File: src/rtl/ham_decoder_stream.sv
// Streaming Hamming(7,4) decoder with single-bit correction.
// Two-stage valid/ready pipeline: S1 holds codeword + syndrome, S2 holds the
// corrected nibble, error flag and syndrome. Saturating delivery statistics.
module ham_decoder_stream #(
  parameter int unsigned CNT_W = 8
) (
  input  logic             clk,
  input  logic             rst,
  input  logic             in_valid,
  output logic             in_ready,
  input  logic [6:0]       in_code,
  output logic             out_valid,
  input  logic             out_ready,
  output logic [3:0]       out_data,
  output logic             out_err,
  output logic [2:0]       out_syn,
  input  logic             clr_cnt,
  output logic [CNT_W-1:0] corr_cnt,
  output logic [CNT_W-1:0] word_cnt
);

  localparam logic [CNT_W-1:0] CntMax = '1;

  // Stage 1: raw codeword and its syndrome
  logic       s1_valid_q;
  logic [6:0] s1_code_q;
  logic [2:0] s1_syn_q;

  // Stage 2: corrected result as presented downstream
  logic       s2_valid_q;
  logic [3:0] s2_data_q;
  logic       s2_err_q;
  logic [2:0] s2_syn_q;

  logic [CNT_W-1:0] corr_cnt_q;
  logic [CNT_W-1:0] word_cnt_q;

  logic       s2_can_load;
  logic       out_hs;
  logic [2:0] syn_d;
  logic [6:0] flip_mask;
  logic [6:0] corr_code;

  assign s2_can_load = !s2_valid_q || out_ready;
  // in_ready deliberately ignores in_valid to avoid a combinational loop upstream
  assign in_ready    = !s1_valid_q || s2_can_load;
  assign out_hs      = s2_valid_q && out_ready;

  // Syndrome of the incoming codeword; each bit checks positions with that index bit set
  always_comb begin
    syn_d    = '0;
    syn_d[0] = in_code[0] ^ in_code[2] ^ in_code[4] ^ in_code[6];
    syn_d[1] = in_code[1] ^ in_code[2] ^ in_code[5] ^ in_code[6];
    syn_d[2] = in_code[3] ^ in_code[4] ^ in_code[5] ^ in_code[6];
  end

  // Invert the bit named by the syndrome; zero syndrome passes the word unchanged
  always_comb begin
    flip_mask = '0;
    if (s1_syn_q != 3'd0) begin
      flip_mask = 7'd1 << (s1_syn_q - 3'd1);
    end
    corr_code = s1_code_q ^ flip_mask;
  end

  // Stage 1 register: loads whenever it is empty or draining into stage 2
  always_ff @(posedge clk) begin
    if (rst) begin
      s1_valid_q <= 1'b0;
      s1_code_q  <= '0;
      s1_syn_q   <= '0;
    end else if (in_ready) begin
      s1_valid_q <= in_valid;
      if (in_valid) begin
        s1_code_q <= in_code;
        s1_syn_q  <= syn_d;
      end
    end
  end

  // Stage 2 register: holds steady while the consumer stalls
  always_ff @(posedge clk) begin
    if (rst) begin
      s2_valid_q <= 1'b0;
      s2_data_q  <= '0;
      s2_err_q   <= 1'b0;
      s2_syn_q   <= '0;
    end else if (s2_can_load) begin
      s2_valid_q <= s1_valid_q;
      if (s1_valid_q) begin
        s2_data_q <= {corr_code[6], corr_code[5], corr_code[4], corr_code[2]};
        s2_err_q  <= (s1_syn_q != 3'd0);
        s2_syn_q  <= s1_syn_q;
      end
    end
  end

  // Saturating statistics; clear takes priority over a same-cycle handshake
  always_ff @(posedge clk) begin
    if (rst) begin
      corr_cnt_q <= '0;
      word_cnt_q <= '0;
    end else if (clr_cnt) begin
      corr_cnt_q <= '0;
      word_cnt_q <= '0;
    end else if (out_hs) begin
      if (word_cnt_q != CntMax) begin
        word_cnt_q <= word_cnt_q + CNT_W'(1);
      end
      if (s2_err_q && (corr_cnt_q != CntMax)) begin
        corr_cnt_q <= corr_cnt_q + CNT_W'(1);
      end
    end
  end

  assign out_valid = s2_valid_q;
  assign out_data  = s2_data_q;
  assign out_err   = s2_err_q;
  assign out_syn   = s2_syn_q;
  assign corr_cnt  = corr_cnt_q;
  assign word_cnt  = word_cnt_q;

endmodule

File: config.mk
export PLATFORM = sky130hd
export DESIGN_NAME = ham_decoder_stream
export DESIGN_NICKNAME = d
export VERILOG_FILES = /design/src/rtl/ham_decoder_stream.sv
export SDC_FILE = /design/constraint.sdc
export NUM_CORES = 1
export LEC_CHECK = 0
export CORE_UTILIZATION = 48
export DETAILED_ROUTE_END_ITERATION = 10
export PLACE_DENSITY = 0.78
export SLEW_MARGIN = 20
export SYNTH_ARGS = -nofsm -noshare
export SYNTH_HDL_FRONTEND = slang
export SYNTH_SLANG_ARGS = --single-unit
File: constraint.sdc
create_clock -name clk -period 1.7 [get_ports clk]
set_clock_uncertainty 0.05 [all_clocks]
set_input_delay 0.255 -clock clk [delete_from_list [all_inputs] [get_ports clk]]
set_output_delay 0.255 -clock clk [all_outputs]
set_load 0.05 [all_outputs]
======== Word level (Yosys, flattened, before mapping) ========
Cells that the tools add are included.
cells by class
  equality and inequality tests ........... 2
  add/sub/neg operators ................... 3
  shift operators ......................... 1
  bitwise logic cells ..................... 10
  reductions and logical operators ........ 12
  mux-type cells .......................... 1
operators by type and width
  kind                                               number
  adder 8 x 1 -> 8 bit (second input constant)       2
  inequality test 8 bit (second input constant)      2
  XOR 1 bit                                          9
  AND reduction 2 bit                                4
  2-to-1 mux 7 bit                                   1
  << shifter 1 x 3 -> 7 bit (first input constant)   1
  XOR 7 bit                                          1
  nonzero test 3 bit                                 1
  subtractor 3 x 1 -> 3 bit (second input constant)  1
  logical AND 1 bit                                  2
  zero test 1 bit                                    2
  logical OR 1 bit                                   2
  OR reduction 2 bit                                 1
word-level totals
  logic and storage cells ................. 38
  bits of input ports ..................... 12
  output and inout bits ................... 26
  flip-flop bits (word level) ............. 36

======== Longest topological paths before layout ========
  word-level depth ........................ 4
  depth in mapped cells ................... 6

======== Least setup slack after synthesis ========
No wires, ideal clock.
  kind .................................... register to register
  start ................................... register s2_valid_q (netlist: out_valid)
  end ..................................... register s1_code_q[2]
  stages on the path, launching flop included .. 6
  library setup time ...................... 0.128 ns
  clock period less this slack ............ 2.165 ns
  arrival ................................. 1.987 ns
  slack ................................... -0.465 ns
  path buffers ............................ 1
  cells stage by stage .................... dfxtp_1 > nand3b_1 > and2_1 > buf_2 > mux2i_1 > nor2_1
on the way
  longest elaborated chain between the ends .. 4
ends and longest elaborated chain
  item                                  RTL line  source
  start: declaration                    30        logic s2_valid_q;
  start signal: assignment              89        s2_valid_q <= s1_valid_q;
  zero test 1 bit                       44        assign s2_can_load = !s2_valid_q || out_ready;
  logical OR 1 bit                      44
  logical OR 1 bit                      46        assign in_ready = !s1_valid_q || s2_can_load;
  named net in_ready                    10        output logic in_ready,
  AND reduction 2 bit (no source line)  n/a
  end signal: assignment                75        s1_code_q <= in_code;
  end: declaration                      26        logic [6:0] s1_code_q;
The timed path passes the listed nets, and every way through them passes these cells.
A chain may end at the register's enable or synchronous reset.

======== Worst setup path in the final report ========
  start ................................... input out_ready
  end ..................................... output in_ready
on the way
  longest elaborated chain between the ends .. 2
ends and longest elaborated chain
  item                RTL line  source
  start: declaration  13        input logic out_ready,
  logical OR 1 bit    44
  logical OR 1 bit    46
  end: declaration    10
No other way between the ends.

==> results by group <==
Synthesis
  – Post-synthesis area per instance: 9.12 µm²
  – Synthesis-stage register bit count: 33
  – Main combinational cell family by area after synthesis: simple AND/OR/NAND/NOR gates
  – Count of flip-flops with a built-in enable after synthesis: 0
  – Share of synthesized flip-flops with an asynchronous set or reset: 0%
  – Synth Cell Area: 0.00151 mm²
  – Yosys synthesis warning count: 0
  – Main synth FF type: sky130_fd_sc_hd__dfxtp_1
  – Basic-gate share of the synthesized area counting and, or, nand and nor cells: 21.7%
  – Post-Synth Adder-Cell Area: 1.65%
  – Compound-Gate Fraction of Synth Area: 12.1%
  – Sequential-to-total area share from yosys stat: 43.6%
  – Synth Net Count: 180
  – Distinct cell type count of the synthesized netlist: 32
  – Mux share of post-synthesis cell area: 7.27%
  – Xor-xnor portion of the synthesized cell area: 11.0%
  – Gate count after technology mapping: 166

Floorplanning
  – Vertical die dimension: 58.2 µm
  – Core outline area: 0.00303 mm²
  – Starting density of the core: 50.0%
  – Die outline area: 0.00338 mm²
  – # rows: 20
  – Die span in x: 58.2 µm
  – Number of top-level design ports: 38

Finish
  – ANT cells: 0
  – Total area of multi-input combinational cells: 812 µm²
  – Finished layout cell area: 0.00202 mm²
  – Filler Cells Inserted: 269
  – Final standard cell utilization of the core: 66.6%
  – Fraction of final layout cells sized beyond drive strength 1: 25.6%
  – Final net count: 228
  – Footprint of the flip-flops and latches: 671 µm²
  – Growth of design area from synthesis to finish: 33.1%

Route
  – Number of remaining DRC errors: 0
  – Count of vias placed by the detailed router: 1340
  – Iteration-0 DRC count of the detailed router: 62
  – Wire length reported by the detailed router: 3.04 mm
  – Pre-antenna DRT Iters: 4
  – Vias per std cell: 5.17
  – Post-DR wirelength/cell: 11.7 µm
  – Count of nets left with antenna violations after detail routing: 0

Clocking
  – Number of hold-repair buffers added at the cts stage: 0
  – Clock insertion delay at the later pin of the skew report: 340 ps
  – H-tree lvl count: 2
  – Clock tree from TritonCTS: yes
  – Number of gates given a new drive strength after cts: 0
  – Buffer depth of the longest clock path: 2
  – Clock input transition at the sequential cells of the worst setup and hold paths: 100 ps
  – # Post-CTS Setup Buffers: 0
  – TritonCTS buffer count: 5
  – Clk Tree Root Cell: sky130_fd_sc_hd__clkbuf_4
  – Clock tree sinks: 33

Run status
  – Status: finished, final reports clean

Setup path
  – Launch instance of the worst register-to-register path: word_cnt[0]
  – Critical path class: in2out
  – Startpoint types: input pin
  – Worst-path maximum fanout: 4
  – Element type at the critical path end: output pin
  – Critical path startpoint: out_ready
  – Arr. time, crit path: 1210 ps
  – WP data required: 1390 ps
  – R2r setup slk: 190 ps

Global route
  – Total grt overflow: 0
  – GRT Resource Usage Total: 20.4%
  – Pin count of the biggest net entering global routing: 18
  – Via count of the first global-routing pass: 1293
  – Initial antenna violation count: 0
  – Global-route wire length before repair: 5.21 mm

Pwr
  – Leakage power figure: 0.820 nW
  – VDD IR max: 0.439 mV
  – Total power density per cell area: 771 mW/mm²

Timing
  – Final setup violation count: 0
  – Final critical delay including setup and external delays: 1520 ps
  – Measured slew at the worst slew-check pin: 320 ps
  – Highest attainable clock frequency: 659 MHz
  – Post-route fraction of the period consumed by the critical path: 89.3%
  – Fin. max-slew vios: 0
  – Fin Hold WS: 403 ps
  – Max-Slew Margin vs Limit: 78.5%
  – Unrepaired setup endpoints after global routing: false
  – Number of failing hold endpoints at the final stage: 0

Flow run
  – Number of max-cap violations: 0

Hold path
  – Min-Delay Path Class: reg2reg
  – Worst Hold Launch: s1_valid_q

Placed design
  – GPL Wtd Cong: 0.759
  – Number of buffers inserted by port buffering: 37
  – Area after detailed placement: 0.00195 mm²
  – Detailed Place HPWL: 2.27 mm
-- Yosys cell counts (2+ instances only) --
| cell type | instances | area, µm² |
|---|---|---|
| sky130_fd_sc_hd__and2_1 | 3 | 18.8 |
| sky130_fd_sc_hd__a211oi_1 | 10 | 75.1 |
| sky130_fd_sc_hd__nand2b_1 | 3 | 18.8 |
| sky130_fd_sc_hd__mux2i_1 | 11 | 110 |
| sky130_fd_sc_hd__nor2_1 | 29 | 109 |
| sky130_fd_sc_hd__xnor2_1 | 9 | 78.8 |
| sky130_fd_sc_hd__and3_1 | 3 | 18.8 |
| sky130_fd_sc_hd__and3_4 | 2 | 22.5 |
| sky130_fd_sc_hd__xor2_1 | 10 | 87.6 |
| sky130_fd_sc_hd__o21ai_1 | 3 | 15.0 |
| sky130_fd_sc_hd__inv_1 | 2 | 7.51 |
| sky130_fd_sc_hd__dfxtp_1 | 33 | 661 |
| sky130_fd_sc_hd__nand3_1 | 6 | 30.0 |
| sky130_fd_sc_hd__buf_2 | 3 | 15.0 |
| sky130_fd_sc_hd__or3_1 | 3 | 18.8 |
| sky130_fd_sc_hd__clkbuf_1 | 3 | 11.3 |
| sky130_fd_sc_hd__nand2_1 | 8 | 30.0 |
| sky130_fd_sc_hd__nand4_1 | 3 | 18.8 |
| sky130_fd_sc_hd__a21oi_1 | 7 | 35.0 |
| sky130_fd_sc_hd__nor3_1 | 2 | 10.0 |
| sky130_fd_sc_hd__ha_1 | 2 | 25.0 |
-- final timing paths --
| check | depth (start not counted) | endpoint |
|---|---|---|
| setup / recovery | 4 | in_ready |
| hold / removal | 2 | out_valid |
| setup reg to reg | 4 | word_cnt[5] |
| hold reg to reg | 2 | out_valid |
-- logic make-up after synthesis --
group,Yosys count
DFF,33
buffers and inverters,9
xor gates and xnor gates,19
adders and majority gates,2
AOI/OAI and AO/OA,26
muxes,11
and+or+nand+nor,66
-- final cells by class --
class | count | area share (%)
tap | 44 | 2.73
sequential | 33 | 33.3
timing repair buffer | 48 | 19.9
inverter | 2 | 0.372
clock buffer | 7 | 3.23
multi-input combinational | 124 | 40.3
clock inverter | 1 | 0.248
-- registers in the layout, indices dropped and copies added, names as in the netlist --
name        flops
corr_cnt        8
word_cnt        8
out_err         1
out_syn         3
out_valid       1
out_data        4
s1_valid_q      1
s1_code_q       4
s1_syn_q        3
-- where the power goes --
part           switching [mW]  internal [mW]
Clock                   0.267          0.239
Combinational           0.118          0.100
Sequential             0.0287          0.800
Total                   0.414           1.14
-- critical path, cell delays in order --
cell and delay [ps]:
sky130_fd_sc_hd__clkdlybuf4s50_1 450, sky130_fd_sc_hd__nand3b_1 200, sky130_fd_sc_hd__buf_4 160, sky130_fd_sc_hd__buf_12 140
-- metrics by stage --
step	TNS (ps)	total power, mW	instances	worst slack [ps]
final	0	1.55	259	183
after global routing	0	1.62	259	96.8
after CTS	0	1.57	259	176
after detailed placement	-87.5	1.07	251	-55.8
after global placement	0	1.06	251	16.5
after floorplan	-95.7	0.987	166	-23.9
-- metal layers --
layer,part of all wire (%),track usage [%],routed length (µm)
met3,4.0,5.36,121
met2,51,36.6,1570
met5,0,0,0
met1,42,21.2,1280
met4,2.5,11.9,77
-- placed cells by master, fill, tap and decap left out, types with 5 or more instances in the layout --
master and instances:
sky130_fd_sc_hd__clkdlybuf4s50_1 11, sky130_fd_sc_hd__nor2_1 29, sky130_fd_sc_hd__nand2_1 8, sky130_fd_sc_hd__a211oi_1 10, sky130_fd_sc_hd__buf_4 36, sky130_fd_sc_hd__xnor2_1 9
sky130_fd_sc_hd__dfxtp_2 5, sky130_fd_sc_hd__a21oi_1 7, sky130_fd_sc_hd__dfxtp_1 27, sky130_fd_sc_hd__clkbuf_4 5, sky130_fd_sc_hd__xor2_1 10, sky130_fd_sc_hd__mux2i_1 11
sky130_fd_sc_hd__nand3_1 6
Note: power is estimated with default switching activity, not from simulation.
